===== src/rtl/vc_link_arbiter_pkg.sv =====
// Shared constants and types for the virtual-channel link arbiter.
package vc_link_arbiter_pkg;

  localparam int unsigned NVc   = 4;
  localparam int unsigned FlitW = 34;
  localparam int unsigned VcIdW = $clog2(NVc);

  // Flit type lives in the top two bits of every flit.
  typedef enum logic [1:0] {
    FtHead   = 2'b00,
    FtBody   = 2'b01,
    FtSingle = 2'b10,
    FtTail   = 2'b11
  } flit_type_e;

  typedef enum logic {
    StIdle,
    StLocked
  } state_e;

  // A packet may only be opened by a HEAD or SINGLE flit.
  function automatic logic is_pkt_start(input logic [1:0] ftype);
    return (ftype == FtHead) || (ftype == FtSingle);
  endfunction

endpackage


===== src/rtl/vc_link_arbiter_if.sv =====
// Handshake bundle between the VC buffers, the arbiter and the output link.
interface vc_link_arbiter_if import vc_link_arbiter_pkg::*; #(
  parameter int unsigned N_VC   = NVc,
  parameter int unsigned FLIT_W = FlitW
);

  localparam int unsigned IdW = $clog2(N_VC);

  logic [N_VC-1:0]        vc_valid_i;
  logic [N_VC*FLIT_W-1:0] vc_fdata_i;
  logic [N_VC-1:0]        vc_ready_o;
  logic [FLIT_W-1:0]      fdata_o;
  logic [IdW-1:0]         vc_id_o;
  logic                   valid_o;
  logic                   ready_i;
  logic                   locked_o;
  logic                   err_o;

  // Arbiter side.
  modport slave (
    input  vc_valid_i, vc_fdata_i, ready_i,
    output vc_ready_o, fdata_o, vc_id_o, valid_o, locked_o, err_o
  );

  // Environment side (VC buffers plus output link).
  modport master (
    output vc_valid_i, vc_fdata_i, ready_i,
    input  vc_ready_o, fdata_o, vc_id_o, valid_o, locked_o, err_o
  );

endinterface


===== src/rtl/vc_link_arbiter_rr_arbiter.sv =====
// Combinational round-robin picker: first set request at or after ptr_i, wrapping.
module vc_link_arbiter_rr_arbiter #(
  parameter int unsigned N = 4
) (
  input  logic [N-1:0]         req_i,
  input  logic [$clog2(N)-1:0] ptr_i,
  output logic [N-1:0]         gnt_o,
  output logic                 gnt_valid_o
);

  localparam int unsigned IdxW = $clog2(N);

  logic [IdxW:0]   sum;
  logic [IdxW-1:0] sel;

  // Scan from the pointer upward; ptr_i + i < 2N so a single subtract wraps it.
  always_comb begin
    gnt_o       = '0;
    gnt_valid_o = 1'b0;
    sum         = '0;
    sel         = '0;
    for (int unsigned i = 0; i < N; i++) begin
      sum = {1'b0, ptr_i} + (IdxW + 1)'(i);
      if (sum >= (IdxW + 1)'(N)) begin
        sum = sum - (IdxW + 1)'(N);
      end
      sel = sum[IdxW-1:0];
      if (!gnt_valid_o && req_i[sel]) begin
        gnt_o[sel]  = 1'b1;
        gnt_valid_o = 1'b1;
      end
    end
  end

endmodule


===== src/rtl/vc_link_arbiter.sv =====
// Packet-level arbiter: multiplexes N_VC flit streams onto one registered output link,
// holding the link for a whole HEAD..TAIL packet and rotating between VCs per packet.
module vc_link_arbiter import vc_link_arbiter_pkg::*; #(
  parameter int unsigned N_VC   = NVc,
  parameter int unsigned FLIT_W = FlitW
) (
  input logic                clk,
  input logic                arst,
  vc_link_arbiter_if.slave   bus
);

  localparam int unsigned IdW = $clog2(N_VC);

  state_e             state_q, state_d;
  logic [IdW-1:0]     lock_vc_q, lock_vc_d;
  logic [IdW-1:0]     rr_ptr_q, rr_ptr_d;
  logic [FLIT_W-1:0]  fdata_q, fdata_d;
  logic [IdW-1:0]     vc_id_q, vc_id_d;
  logic               valid_q, valid_d;
  logic               err_q, err_d;

  logic [N_VC-1:0]    is_start;
  logic [N_VC-1:0]    req;
  logic [N_VC-1:0]    gnt;
  logic               gnt_valid;
  logic               slot_free;
  logic [N_VC-1:0]    vc_ready;
  logic               xfer;
  logic [IdW-1:0]     xfer_idx;
  logic [FLIT_W-1:0]  xfer_flit;
  logic [1:0]         xfer_type;

  function automatic logic [IdW-1:0] wrap_inc(input logic [IdW-1:0] idx);
    return (idx == IdW'(N_VC - 1)) ? '0 : idx + 1'b1;
  endfunction

  // Classify each head-of-queue flit and build the request vector for this state.
  always_comb begin
    is_start = '0;
    for (int unsigned k = 0; k < N_VC; k++) begin
      is_start[k] = is_pkt_start(bus.vc_fdata_i[k*FLIT_W + FLIT_W - 2 +: 2]);
    end
    if (state_q == StIdle) begin
      req = bus.vc_valid_i & is_start;
    end else begin
      // Locked: only the owning VC may request, whatever it presents.
      req = bus.vc_valid_i & (N_VC'(1) << lock_vc_q);
    end
  end

  vc_link_arbiter_rr_arbiter #(
    .N (N_VC)
  ) u_rr_arbiter (
    .req_i       (req),
    .ptr_i       (rr_ptr_q),
    .gnt_o       (gnt),
    .gnt_valid_o (gnt_valid)
  );

  // Pop strobes and selection of the transferred flit.
  always_comb begin
    slot_free = !valid_q || bus.ready_i;
    // Reset forces pops low even though the empty output slot looks free.
    vc_ready  = (slot_free && gnt_valid && arst) ? gnt : '0;
    xfer      = |vc_ready;
    xfer_idx  = '0;
    for (int unsigned k = 0; k < N_VC; k++) begin
      if (vc_ready[k]) begin
        xfer_idx = IdW'(k);
      end
    end
    xfer_flit = bus.vc_fdata_i[xfer_idx*FLIT_W +: FLIT_W];
    xfer_type = xfer_flit[FLIT_W-1 -: 2];
  end

  // Next-state for the packet FSM, output register and sticky error.
  always_comb begin
    state_d   = state_q;
    lock_vc_d = lock_vc_q;
    rr_ptr_d  = rr_ptr_q;
    fdata_d   = fdata_q;
    vc_id_d   = vc_id_q;
    valid_d   = valid_q;
    err_d     = err_q;

    if (xfer) begin
      fdata_d = xfer_flit;
      vc_id_d = xfer_idx;
      valid_d = 1'b1;
    end else if (bus.ready_i) begin
      valid_d = 1'b0;
    end

    unique case (state_q)
      StIdle: begin
        // A BODY/TAIL at a head of queue while idle means a packet lost its HEAD.
        if (|(bus.vc_valid_i & ~is_start)) begin
          err_d = 1'b1;
        end
        if (xfer) begin
          if (xfer_type == FtHead) begin
            state_d   = StLocked;
            lock_vc_d = xfer_idx;
          end else begin
            rr_ptr_d = wrap_inc(xfer_idx);
          end
        end
      end
      StLocked: begin
        if (xfer) begin
          if (xfer_type == FtTail) begin
            state_d  = StIdle;
            rr_ptr_d = wrap_inc(lock_vc_q);
          end else if (xfer_type != FtBody) begin
            err_d = 1'b1;
          end
        end
      end
      default: state_d = StIdle;
    endcase
  end

  // State and output registers.
  always_ff @(posedge clk or negedge arst) begin
    if (!arst) begin
      state_q   <= StIdle;
      lock_vc_q <= '0;
      rr_ptr_q  <= '0;
      fdata_q   <= '0;
      vc_id_q   <= '0;
      valid_q   <= 1'b0;
      err_q     <= 1'b0;
    end else begin
      state_q   <= state_d;
      lock_vc_q <= lock_vc_d;
      rr_ptr_q  <= rr_ptr_d;
      fdata_q   <= fdata_d;
      vc_id_q   <= vc_id_d;
      valid_q   <= valid_d;
      err_q     <= err_d;
    end
  end

  assign bus.vc_ready_o = vc_ready;
  assign bus.fdata_o    = fdata_q;
  assign bus.vc_id_o    = vc_id_q;
  assign bus.valid_o    = valid_q;
  assign bus.locked_o   = (state_q == StLocked);
  assign bus.err_o      = err_q;

endmodule


===== src/flat_wrapper.sv =====
// flat-port wrapper written by rule: the top's interface ports become plain ports
module vc_link_arbiter_flat import vc_link_arbiter_pkg::*;
#(
  parameter int unsigned N_VC   = NVc,
  parameter int unsigned FLIT_W = FlitW
)
  (clk, arst, bus_vc_valid_i, bus_vc_fdata_i, bus_ready_i, bus_vc_ready_o, bus_fdata_o, bus_vc_id_o, bus_valid_o, bus_locked_o, bus_err_o);
  vc_link_arbiter_if #(.N_VC(N_VC), .FLIT_W(FLIT_W)) bus_i ();
  input logic clk;
  input logic arst;
  input wire logic [$bits(bus_i.vc_valid_i)-1:0] bus_vc_valid_i;
  input wire logic [$bits(bus_i.vc_fdata_i)-1:0] bus_vc_fdata_i;
  input wire logic [$bits(bus_i.ready_i)-1:0] bus_ready_i;
  output wire logic [$bits(bus_i.vc_ready_o)-1:0] bus_vc_ready_o;
  output wire logic [$bits(bus_i.fdata_o)-1:0] bus_fdata_o;
  output wire logic [$bits(bus_i.vc_id_o)-1:0] bus_vc_id_o;
  output wire logic [$bits(bus_i.valid_o)-1:0] bus_valid_o;
  output wire logic [$bits(bus_i.locked_o)-1:0] bus_locked_o;
  output wire logic [$bits(bus_i.err_o)-1:0] bus_err_o;
  assign bus_i.vc_valid_i = bus_vc_valid_i;
  assign bus_i.vc_fdata_i = bus_vc_fdata_i;
  assign bus_i.ready_i = bus_ready_i;
  assign bus_vc_ready_o = bus_i.vc_ready_o;
  assign bus_fdata_o = bus_i.fdata_o;
  assign bus_vc_id_o = bus_i.vc_id_o;
  assign bus_valid_o = bus_i.valid_o;
  assign bus_locked_o = bus_i.locked_o;
  assign bus_err_o = bus_i.err_o;
  vc_link_arbiter #(.N_VC(N_VC), .FLIT_W(FLIT_W)) u_core (.clk(clk), .arst(arst), .bus(bus_i));
endmodule

===== config.mk =====
export PLATFORM = sky130hd
export DESIGN_NAME = vc_link_arbiter_flat
export DESIGN_NICKNAME = d
export VERILOG_FILES = /design/src/rtl/vc_link_arbiter_pkg.sv /design/src/rtl/vc_link_arbiter_if.sv /design/src/rtl/vc_link_arbiter_rr_arbiter.sv /design/src/rtl/vc_link_arbiter.sv /design/src/flat_wrapper.sv
export SDC_FILE = /design/constraint.sdc
export NUM_CORES = 1
export LEC_CHECK = 0
export BUFFER_PORTS_ARGS = -buffer_cell sky130_fd_sc_hd__buf_2
export CORE_ASPECT_RATIO = 2
export CORE_MARGIN = 2
export CORE_UTILIZATION = 46
export DETAILED_ROUTE_END_ITERATION = 7
export HOLD_SLACK_MARGIN = 0.02
export PLACE_DENSITY = 0.87
export SLEW_MARGIN = 25
export SYNTH_ARGS = -nofsm -noshare
export SYNTH_HDL_FRONTEND = slang
export SYNTH_HIERARCHICAL = 1
export SYNTH_SLANG_ARGS = --single-unit

===== constraint.sdc =====
create_clock -name clk -period 4.8 [get_ports clk]
set_input_delay 0.72 -clock clk [delete_from_list [all_inputs] [get_ports clk]]
set_output_delay 0.72 -clock clk [all_outputs]
set_load 0.01 [all_outputs]

# ---- After elaboration in Yosys (flattened, before gate mapping)
# Cells that the tools add are included.
dict set report totals {
  register_bits 43
  latch_bits 0
  ramBits 0
  rom_bits 0
  in_bits 143
  out_inout_bits 43
  wordCells 135
  mem_count 0
}
dict set report classes {
  add_sub_neg 9
  multipliers 1
  div 0
  n_lt_le_gt_ge 12
  n_eq_ne 15
  n_shift 2
  n_mux 52
  bitwise_logic 8
  n_reduce_logical 29
}
# operator n
set ops {}
lappend ops {{$shiftx 136x9->34} 1}
lappend ops {{$mux 2} 12}
lappend ops {{$mux 4} 6}
lappend ops {{$mux 1} 23}
lappend ops {{$eq 2x2->1 const B} 7}
lappend ops {{$and 4x4->4} 3}
lappend ops {{$lt 2x3->1 const B} 4}
lappend ops {{$ne 2x2->1 const B} 6}
lappend ops {{$or 4x4->4} 3}
lappend ops {{$logic_not 2->1} 5}
lappend ops {{$ge 3x3->1 const B} 3}
lappend ops {{$logic_and 1x1->1} 9}
lappend ops {{$bmux 1 s2} 4}
lappend ops {{$demux 1 s2} 4}
lappend ops {{$ge 2x1->1 const B} 4}
lappend ops {{$reduce_and 4->1} 2}
lappend ops {{$reduce_or 4->1} 2}
lappend ops {{$sub 2x1->2 const B} 4}
lappend ops {{$mul 2x5->7 const B} 1}
lappend ops {{$add 2x2->3 const B} 2}
lappend ops {{$logic_or 1x1->1} 5}
lappend ops {{$add 2x1->2 const B} 2}
lappend ops {{$logic_not 1->1} 4}
lappend ops {{$ne 2x1->1 const B} 2}
lappend ops {{other kinds (9)} 10}

# ---- Longest topological paths before layout
# Gate-level depths: netlist of the first run.
dict set report depth {
  word_depth 29
  mapped_depth 18
}

# ---- Hierarchy
# The synthesis of the first run kept the hierarchy.
# module n_inst cells_per_inst area_each_um2
set by_module_without_submodules {}
lappend by_module_without_submodules {vc_link_arbiter 1 372 2910.3}
lappend by_module_without_submodules {vc_link_arbiter_rr_arbiter 1 62 508.0}

# ---- Least setup slack after synthesis of the first run
# OpenSTA, ideal clock, no wires.
dict set report synth_path {
  path_kind {register to register}
  startpoint {register u_core.state_q (netlist: u_core/bus.locked_o)}
  endpoint {register u_core.rr_ptr_q[1]}
  arrival_time_ns 3.721
  required_time_ns 4.675
  setup_slack_ns 0.954
  stages_incl_launch_ff 16
  path_buffers 3
  cell_sequence {dfrtp_1 -> clkbuf_1 -> clkbuf_1 -> o21ai_0 -> and2_1 -> buf_2 -> or3b_1 -> a2111oi_2 -> or3_4 -> o2bb2ai_1 -> inv_1 -> a211oi_4 -> o22ai_1 -> maj3_2 -> nor2_2 -> mux2_4}
}
dict set report synth_via {
  word_cells_on_any_way 49
  cone_classes {1 x add/sub; 1 x mul; 6 x eq/ne; 1 x shift; 25 x mux; 4 x bitwise; 11 x reduce/logical}
}
# item line
set synth_rtl {}
lappend synth_rtl {{start, declared} vc_link_arbiter.sv:14} ;# state_e state_q, state_d;
lappend synth_rtl {{start signal, assigned} vc_link_arbiter.sv:126} ;# state_q <= StIdle;
lappend synth_rtl {{start signal, assigned} vc_link_arbiter.sv:134} ;# state_q <= state_d;
lappend synth_rtl {{$mux 4 (*)} vc_link_arbiter.sv:43} ;# if (state_q == StIdle) begin
lappend synth_rtl {{via u_core.req[2]} vc_link_arbiter.sv:23} ;# logic [N_VC-1:0] req;
lappend synth_rtl {{$bmux 1 s2} vc_link_arbiter_rr_arbiter.sv:28} ;# if (!gnt_valid_o && req_i[sel]) begin
lappend synth_rtl {{$mux 1 (implied by the code)} vc_link_arbiter_rr_arbiter.sv:28}
lappend synth_rtl {{$mux 1} vc_link_arbiter_rr_arbiter.sv:28}
lappend synth_rtl {{$logic_not 1->1} vc_link_arbiter_rr_arbiter.sv:28}
lappend synth_rtl {{$logic_and 1x1->1} vc_link_arbiter_rr_arbiter.sv:28}
lappend synth_rtl {{$mux 1} vc_link_arbiter_rr_arbiter.sv:28}
lappend synth_rtl {{(+6 left out)} n/a}
lappend synth_rtl {{via u_core.gnt[3]} vc_link_arbiter.sv:24} ;# logic [N_VC-1:0] gnt;
lappend synth_rtl {{$mux 4 (*)} vc_link_arbiter.sv:64} ;# vc_ready = (slot_free && gnt_valid && arst) ? gnt : '0;
lappend synth_rtl {{$mux 2} vc_link_arbiter.sv:68} ;# if (vc_ready[k]) begin
lappend synth_rtl {{$mul 2x5->7, or another cell as far along} vc_link_arbiter.sv:72} ;# xfer_flit = bus.vc_fdata_i[xfer_idx*FLIT_W +: FLIT_W];
lappend synth_rtl {{$shiftx 136x9->34 or $mux 2 (tied branches)} {vc_link_arbiter.sv:72, vc_link_arbiter.sv:34}}
lappend synth_rtl {{$eq 2x2->1, or another cell as far along} vc_link_arbiter.sv:111} ;# if (xfer_type == FtTail) begin
lappend synth_rtl {{$ne 2x2->1 (no line) or $mux 2 (tied branches)} n/a}
lappend synth_rtl {{$reduce_and 4->1 (no line) or $pmux 2 s2 (tied branches)} n/a}
lappend synth_rtl {{end signal, assigned} vc_link_arbiter.sv:136} ;# rr_ptr_q <= rr_ptr_d;
lappend synth_rtl {{end, declared} vc_link_arbiter.sv:16} ;# logic [IdW-1:0] rr_ptr_q, rr_ptr_d;
# The timed path passes the listed nets; every way through them passes the cells marked *. The select of a mux whose other input is x is not followed.
# A chain may end at the register's enable or synchronous reset.

# ---- Worst setup path in the final report of the first run
dict set report layout_path {
  startpoint {register u_core.rr_ptr_q[1]}
  endpoint {register u_core.rr_ptr_q[1]}
}
dict set report layout_via {
  word_cells_on_any_way 82
  cone_classes {8 x add/sub; 1 x mul; 12 x order compare; 6 x eq/ne; 1 x shift; 36 x mux; 3 x bitwise; 15 x reduce/logical}
}
# item line
set layout_rtl {}
lappend layout_rtl {{parallel branches: the longest is 13 deep, another holds $add 2x1->3} n/a}
lappend layout_rtl {{$mux 4 (*)} vc_link_arbiter_rr_arbiter.sv:28}
lappend layout_rtl {{via u_core.gnt[2]} vc_link_arbiter.sv:24}
lappend layout_rtl {{$mux 4 (*)} vc_link_arbiter.sv:64}
lappend layout_rtl {{$mux 2 (2 in series)} vc_link_arbiter.sv:68}
lappend layout_rtl {{$mul 2x5->7, or another cell as far along} vc_link_arbiter.sv:72}
lappend layout_rtl {{$shiftx 136x9->34 or $mux 2 (tied branches)} {vc_link_arbiter.sv:72, vc_link_arbiter.sv:34}}
lappend layout_rtl {{$eq 2x2->1, or another cell as far along} vc_link_arbiter.sv:111}
lappend layout_rtl {{$ne 2x2->1 (no line) or $mux 2 (tied branches)} n/a}
lappend layout_rtl {{$reduce_and 4->1 (no line) or $pmux 2 s2 (tied branches)} n/a}
# Mark *: on every way through the listed nets, which the timed path passes. The select of a mux whose other input is x is not followed.

==> results of run 1 <==
## worst max-delay path, stage by stage, from the launching register on
cell,delay [ns]
dfrtp_1,0.64
inv_1,0.16
ha_1,0.46
mux2i_1,0.45
mux2_2,0.30
a221oi_2,0.08
o2bb2ai_1,0.60
nor2_1,0.22
a211oi_4,0.33
o22ai_1,0.17
maj3_2,0.35
nor2_2,0.15
mux2_4,0.31
## logic make-up (layout without fill, tap and decap cells)
logic type                 count (synthesis)  count (layout)
AOI/OAI and AO/OA                        138             138
adders and majority gates                 11              11
buffers and inverters                     40             209
DFF                                       43              43
muxes                                     45              45
and+or+nand+nor                          157             157
## metrics by stage
| step | std cells | util [%] | total power [mW] |
|---|---|---|---|
| floorplan | 434 | - | 1.82 |
| finish | 695 | 63.5 | 2.72 |
| detailed placement | 688 | 61.3 | 2.35 |
| global route | 695 | 63.5 | 2.96 |
| CTS | 695 | 63.5 | 2.74 |
| global placement | 688 | 61.3 | 2.29 |
## placed cells by master (no fill, tap or decap), types with 3 or more instances in the layout
cell,n
nand2_1,50
buf_4,7
nand3_1,3
nand2b_1,7
ha_1,10
buf_2,185
nor2_1,75
o2bb2ai_1,4
o21ai_0,98
clkbuf_16,5
inv_1,9
and2_1,7
dfrtp_1,43
o21ai_1,9
o22ai_1,7
mux2i_1,8
mux2_2,35
## area by class of cell
| class | count | area, um^2 | area share [%] |
|---|---|---|---|
| multi-input combinational | 351 | 2190 | 47.9 |
| sequential | 43 | 1080 | 23.5 |
| timing repair buffer | 193 | 998 | 21.8 |
| clock buffer | 6 | 129 | 2.82 |
| tap | 92 | 115 | 2.52 |
| inverter | 9 | 33.8 | 0.738 |
| clock inverter | 1 | 30.0 | 0.656 |
## sequential cells by signal, summed over array words and instances, names as in the netlist
register and count:
u_core/bus.err_o 1, u_core/bus.fdata_o 34, u_core/bus.locked_o 1, u_core/bus.valid_o 1
u_core/bus.vc_id_o 2, u_core/lock_vc_q 2, u_core/rr_ptr_q 2
## final timing paths
kind / slack [ns] / end / cells after the start / startpoint
setup / recovery: 0.44 / u_core/rr_ptr_q[1]$_DFFE_PN0P_ / 12 / u_core/rr_ptr_q[1]$_DFFE_PN0P_
hold / removal: 0.46 / u_core/bus.err_o$_DFFE_PN0P_ / 1 / u_core/bus.err_o$_DFFE_PN0P_
setup reg to reg: 0.44 / u_core/rr_ptr_q[1]$_DFFE_PN0P_ / 12 / u_core/rr_ptr_q[1]$_DFFE_PN0P_
hold reg to reg: 0.46 / u_core/bus.err_o$_DFFE_PN0P_ / 1 / u_core/bus.err_o$_DFFE_PN0P_
max in group asynchronous: 3.85 / u_core/lock_vc_q[0]$_DFFE_PN0P_ / 2 / arst
min in group asynchronous: 0.57 / u_core/bus.fdata_o[26]$_DFFE_PN0P_ / 2 / arst
## report_power, final
| group | internal (mW) | switching (mW) | leakage (nW) | total [mW] |
|---|---|---|---|---|
| Combinational | 0.690 | 0.991 | 1.65 | 1.68 |
| Clock | 0.243 | 0.129 | 0.0769 | 0.371 |
| Sequential | 0.540 | 0.126 | 0.527 | 0.666 |
## layer usage
metal	GRT usage [%]	wire [um]	up-vias
met5	0	0	-
met4	14.6	532	0
met3	4.02	556	42
met2	46.0	5510	170
met1	28.0	3770	1662
li1	-	-	1845
==> metrics.yaml, run 1 <==
floorplanning:
  coreArea_mm2: 0.00721
  rows: 44
  die_h_um: 126
  pin_count: 186
  die_x_um: 65.0
  initial_core_util_pct: 47.4
  dieArea_mm2: 0.00818
pwr:
  power_leakage_nw: 2.26
  power_density_mw_per_mm2: 594
  peakVddDrop_mv: 0.294
setup_path:
  worstPathRequired_ns: 4.96
  start_kind: "flip-flop"
  crit_fanout: 10
  crit_type: "reg2reg"
  end_kind: "flip-flop"
  cp.arrival_ns: 4.52
cts:
  postCtsSetupRepairBufs: 0
  clk_pin_slew_worst_paths_ns: 0.06
  tritoncts: "yes"
  cts_hold_buf: 0
  cts_buffers: 5
  cts.sinks: 43
  cts_resized: 0
  htreeDepth: 2
  cts_buffer_depth: 2
  clk_latency_ns: 0.28
  root_buffer: "clkbuf_16"
timing:
  fin_worst_skew_ns: 0.00161
  slew_headroom_pct: 52.0
  tightest_slew_ns: 0.721
  hold_viol: 0
  setup-tns-final_ns: 0
  final.period_utilization_pct: 90.8
  setup_viol: 0
  rsz0062_at_grt: "no"
  max_freq_mhz: 229
  worst_slack_ns: 0.441
  hold_slack_ns: 0.460
  finalCriticalPeriod_ns: 4.36
  maxSlewViolCount: 0
yosys:
  yosysMostFrequentCell: "o21ai_0"
  muxShareOfSynthArea_pct: 15.0
  syn-cell-area_mm2: 0.00342
  synth_commonest_cells: "o21ai_0 (99), nor2_1 (75), nand2_1 (50)"
  ys_ff_latch: 43
  netlist.area_leader.share_pct: 31.5
  ys_types: 48
  synth-xor-area-share_pct: 0
  synth_top_family_by_area: "compound AO/OA/AOI/OAI gates"
  post-synth-top-area-cell: "dfrtp_1"
  netlist_instances: 434
  yosysWarnings: 6
  synth_compound_area_share_pct: 24.1
  synth.area.top_cells: "dfrtp_1 (31%), o21ai_0 (14%), mux2_2 (12%)"
  synth_flop_cell: "dfrtp_1"
  async_reset_ff_share_pct: 100
  syn_nets: 587
  synthSimpleGateAreaFrac_pct: 20.2
  synthAdderAreaFrac_pct: 3.99
  synth_edf_count: 0
  yosysSeqAreaShare_pct: 31.5
  syn_avg_cell_area_um2: 7.88
global_routing:
  grt_pass1_wl_mm: 16.6
  antenna_found_initial: 0
  grt_max_degree: 68
  grt_pass1_vias: 3705
  track_usage_pct: 25.8
  grt_remaining_overflow: 0
cells_and_area:
  fin_area_mm2: 0.00458
  drive_gt1_share_pct: 41.5
  nets: 756
  fillers: 658
  diodes: 0
  syn_to_final_growth_pct: 33.9
placed_design:
  place_hpwl_mm: 8.29
  dpl_cell_area_mm2: 0.00442
  place.port_buffers: 185
  gp_congestion: 0.905
  dp_slack_ns: 0.481
outcome:
  status: "finished, final reports clean"
routing:
  ant_nets: 0
  avgRoutedWirePerCell_um: 14.9
  wirelength_mm: 10.4
  vias: 3719
  vias_per_cell: 5.35
  drcViolationCount: 0
  dr.pass1.iters: 4
  drt_iter0_drc: 105
worst_hold_path:
  worst_hold_path_type: "reg2reg"
job:
  max-cap-violations: 0
No activity file was read; power rests on OpenSTA's default activity.
==> run 2, diff against run 1 <==
==> constraint.sdc (replaced) <==
create_clock -name clk -period 4.8 [get_ports clk]
set_input_delay 0.96 -clock clk [delete_from_list [all_inputs] [get_ports clk]]
set_output_delay 0.96 -clock clk [all_outputs]
set_load 0.01 [all_outputs]
==> metrics.yaml, run 2 (synthesized netlist as in run 1, its figures left out) <==
floorplanning:
  rows: 44
  initial_core_util_pct: 47.4
  dieArea_mm2: 0.00818
  coreArea_mm2: 0.00721
  die_h_um: 126
  die_x_um: 65.0
  pin_count: 186
timing:
  final.period_utilization_pct: 87.7
  hold_viol: 0
  setup_viol: 0
  worst_slack_ns: 0.589
  tightest_slew_ns: 0.802
  maxSlewViolCount: 0
  slew_headroom_pct: 46.5
  finalCriticalPeriod_ns: 4.21
  max_freq_mhz: 237
  setup-tns-final_ns: 0
  fin_worst_skew_ns: 0.00549
  rsz0062_at_grt: "no"
global_routing:
  grt_remaining_overflow: 0
  grt_pass1_wl_mm: 16.8
  track_usage_pct: 26.1
  grt_max_degree: 68
  grt_pass1_vias: 3790
  antenna_found_initial: 0
placed_design:
  dp.cells: 692
  gp_congestion: 0.903
  place.port_buffers: 185
  dp_slack_ns: 0.361
  place_hpwl_mm: 8.37
pwr:
  swShare_pct: 46.6
  switching_power_mw: 1.25
  power_density_mw_per_mm2: 587
  seq_power_share_pct: 24.2
  power_frac_comb_pct: 64.3
  internal_power_mw: 1.43
  power_leakage_nw: 2.26
  clkPwrFrac_pct: 11.5
  peakVddDrop_mv: 0.350
setup_path:
  crit_fanout: 8
  end_kind: "flip-flop"
  cp.arrival_ns: 4.37
  worstPathRequired_ns: 4.96
  start_kind: "input pin"
  crit_type: "in2reg"
cells_and_area:
  final_common_cell: "buf_2"
  drive_gt1_share_pct: 41.7
  fin_cells: 698
  diodes: 0
  largest_reg_flops: 34
  nets: 760
  final_cell_mix: "buf_2 (185), o21ai_0 (98), nor2_1 (75)"
  multi_input_area_mm2: 0.00219
  fillers: 636
  layout.area.seq_mm2: 0.00108
  syn_to_final_growth_pct: 33.9
cts:
  cts_buffer_depth: 2
  cts_resized: 0
  postCtsSetupRepairBufs: 0
  cts.sinks: 43
  clk_latency_ns: 0.28
  cts_buffers: 5
  root_buffer: "clkbuf_16"
  htreeDepth: 2
  cts_hold_buf: 0
  tritoncts: "yes"
  clk_pin_slew_worst_paths_ns: 0.05
job:
  max-cap-violations: 0
routing:
  vias: 3764
  drt_iter0_drc: 184
  vias_per_cell: 5.39
  ant_nets: 0
  avgRoutedWirePerCell_um: 15.1
  wirelength_mm: 10.5
  dr.pass1.iters: 4
  drcViolationCount: 0
worst_hold_path:
  worst_hold_path_type: "reg2reg"
outcome:
  status: "finished, final reports clean"
==> run 2: power by group through the flow <==
stage | registers (mW) | clock network, mW | logic (mW)
2_1_floorplan | 0.710 | 0 | 1.11
3_3_place_gp | 0.645 | 0 | 1.67
3_5_place_dp | 0.656 | 0 | 1.72
4_1_cts | 0.652 | 0.321 | 1.72
5_1_grt | 0.674 | 0.332 | 1.91
6_report | 0.650 | 0.310 | 1.73
==> run 2: per-stage QoR <==
stage	cell area, um^2	hold slack (ns)	power [mW]	utilization, %
floorplan	3420	0.504	1.82	-
global placement	4450	0.454	2.31	61.7
detailed placement	4450	0.449	2.38	61.7
CTS	4580	0.464	2.70	63.5
global route	4580	0.506	2.92	63.5
finish	4580	0.458	2.69	63.5
==> run 2: final timing paths <==
path | startpoint | to | slack, ns | cells after the start
worst min-delay path | u_core/bus.err_o$_DFFE_PN0P_ | u_core/bus.err_o$_DFFE_PN0P_ | 0.46 | 1
min in group asynchronous | arst | u_core/bus.fdata_o[27]$_DFFE_PN0P_ | 0.82 | 2
max in group asynchronous | arst | u_core/bus.err_o$_DFFE_PN0P_ | 3.58 | 2
worst max register to register | u_core/bus.locked_o$_DFF_PN0_ | u_core/rr_ptr_q[1]$_DFFE_PN0P_ | 0.64 | 13
worst min register to register | u_core/bus.err_o$_DFFE_PN0P_ | u_core/bus.err_o$_DFFE_PN0P_ | 0.46 | 1
worst max-delay path | bus_vc_fdata_i[134] | u_core/rr_ptr_q[1]$_DFFE_PN0P_ | 0.59 | 13
==> run 2: area by class of cell <==
| class | instances | share of cell area (%) |
|---|---|---|
| Sequential cell | 43 | 23.5 |
| Tap cell | 92 | 2.52 |
| Clock buffer | 6 | 2.82 |
| Multi-Input combinational cell | 351 | 47.9 |
| Inverter | 9 | 0.738 |
| Timing Repair Buffer | 197 | 22.5 |
==> run 2: critical path: stages <==
cell       delay, ns
buf_2           0.12
o21ai_0         0.12
and2_1          0.30
or3b_1          0.39
a2111oi_2       0.36
or3_4           0.21
o2bb2ai_1       0.38
nor2_1          0.21
a211oi_4        0.33
o22ai_1         0.18
maj3_2          0.34
nor2_2          0.15
mux2_4          0.31
==> run 2: per-layer routing <==
layer | wire length, um | vias to the layer above | track usage [%]
met1 | 3780 | 1702 | 26.4
met4 | 488 | 0 | 15.6
met3 | 581 | 38 | 4.29
met5 | 0 | - | 0
met2 | 5680 | 168 | 48.2
li1 | - | 1856 | -
==> run 3, diff against run 2 <==
CORE_MARGIN = 1   (was 2)
GPL_TIMING_DRIVEN = 0   (was not set)
SLEW_MARGIN = not set   (was 25)
==> metrics.yaml, run 3 (synthesized netlist as in run 1, its figures left out) <==
cells_and_area:
  utilization_pct: 64.1
  diodes: 0
  drive_gt1_share_pct: 40.7
  final_common_cell: "buf_2"
  fin_cells: 719
  fillers: 650
  largest_reg_flops: 34
  final_cell_mix: "buf_2 (195), o21ai_0 (99), nor2_1 (75)"
  syn_to_final_growth_pct: 35.3
  fin_area_mm2: 0.00463
  nets: 779
cts:
  cts_buffer_depth: 2
  cts_buffers: 5
  htreeDepth: 2
  clk_pin_slew_worst_paths_ns: 0.06
  clk_latency_ns: 0.28
  cts_resized: 0
  cts_hold_buf: 0
  cts.sinks: 43
  root_buffer: "clkbuf_16"
  tritoncts: "yes"
  postCtsSetupRepairBufs: 0
pwr:
  power_density_mw_per_mm2: 599
  power_mw: 2.77
  peakVddDrop_mv: 0.357
  power_leakage_nw: 2.28
setup_path:
  end_kind: "primary output"
  crit_fanout: 10
  crit_type: "reg2out"
  cpPeakStageDelay_ns: 0.52
  timing.critical_path.buf_inv: 3
  cp_slowest_cell: "o2bb2ai_1"
  cpLargestDelayFamily: "multiplexers"
  start_kind: "flip-flop"
  crit_chain: "clkbuf_1, clkbuf_1, o21ai_0, and2_1, mux2i_1, mux2_2, a211oi_1, o2bb2ai_1, and2_1, buf_2"
  worstPathRequired_ns: 3.84
  cp.arrival_ns: 3.48
timing:
  finalCriticalPeriod_ns: 4.44
  final.period_utilization_pct: 92.5
  rsz0062_at_grt: "no"
  setup-tns-final_ns: 0
  slew_headroom_pct: 27.5
  hold_slack_ns: 0.471
  worst_slack_ns: 0.358
  maxSlewViolCount: 0
  max_freq_mhz: 225
  tightest_slew_ns: 1.08
  setup_viol: 0
  fin_worst_skew_ns: 0.00448
  hold_viol: 0
routing:
  avgRoutedWirePerCell_um: 15.9
  drt_iter0_drc: 184
  wirelength_mm: 11.4
  vias_per_cell: 5.44
  dr.pass1.iters: 4
  drcViolationCount: 0
  vias: 3914
  ant_nets: 0
floorplanning:
  initial_core_util_pct: 47.4
  dieArea_mm2: 0.00780
  coreArea_mm2: 0.00721
  pin_count: 186
  die_h_um: 124
  die_x_um: 63.0
  rows: 44
worst_hold_path:
  worst_hold_path_type: "reg2reg"
placed_design:
  gp_congestion: 0.952
  dpl_cell_area_mm2: 0.00446
  dp_slack_ns: 0.337
  place.port_buffers: 185
  dp.cells: 711
  place_hpwl_mm: 9.33
global_routing:
  grt_remaining_overflow: 0
  grt_max_degree: 46
  track_usage_pct: 29.5
  antenna_found_initial: 0
  grt_pass1_wl_mm: 18.0
  grt_pass1_vias: 3965
outcome:
  status: "finished, final reports clean"
job:
  max-cap-violations: 0
## run 3: changes by cell type in the layout (fill, tap and decap cells not counted), sizes merged
cell / previous run / this run
clkbuf: 6 / 26
clkinvlp: 0 / 1
## run 3: final cells by class
| cell class | instances | area [um^2] | area share, % |
|---|---|---|---|
| sequential | 43 | 1080 | 23.3 |
| clock inverter | 1 | 7.51 | 0.162 |
| multi-input combinational | 351 | 2170 | 46.9 |
| tap | 92 | 115 | 2.49 |
| inverter | 9 | 33.8 | 0.730 |
| timing repair buffer | 185 | 926 | 20.0 |
| buffer | 31 | 144 | 3.11 |
| clock buffer | 7 | 153 | 3.30 |
## run 3: worst paths after layout
path	start	cells after the start	end	slack (ns)
max	u_core/bus.locked_o$_DFF_PN0_	10	bus_vc_ready_o[1]	0.36
min	u_core/bus.err_o$_DFFE_PN0P_	1	u_core/bus.err_o$_DFFE_PN0P_	0.47
max reg2reg	u_core/bus.locked_o$_DFF_PN0_	14	u_core/rr_ptr_q[1]$_DFFE_PN0P_	0.40
min reg2reg	u_core/bus.err_o$_DFFE_PN0P_	1	u_core/bus.err_o$_DFFE_PN0P_	0.47
max in group asynchronous	arst	1	u_core/bus.fdata_o[16]$_DFFE_PN0P_	3.36
min in group asynchronous	arst	1	u_core/bus.fdata_o[26]$_DFFE_PN0P_	0.84
## run 3: per-layer routing
metal  GRT usage, %  vias up  wire length, um
met5              0        -                0
met4           14.7        0              363
met3           4.12       31              602
met2           57.5      179             6450
met1           29.9     1812             4010
li1               -     1892                -
## run 3: report_power, final
part / switching [mW] / internal, mW
clock: 0.138 / 0.221
sequential: 0.104 / 0.540
combinational: 1.07 / 0.700
total: 1.31 / 1.46
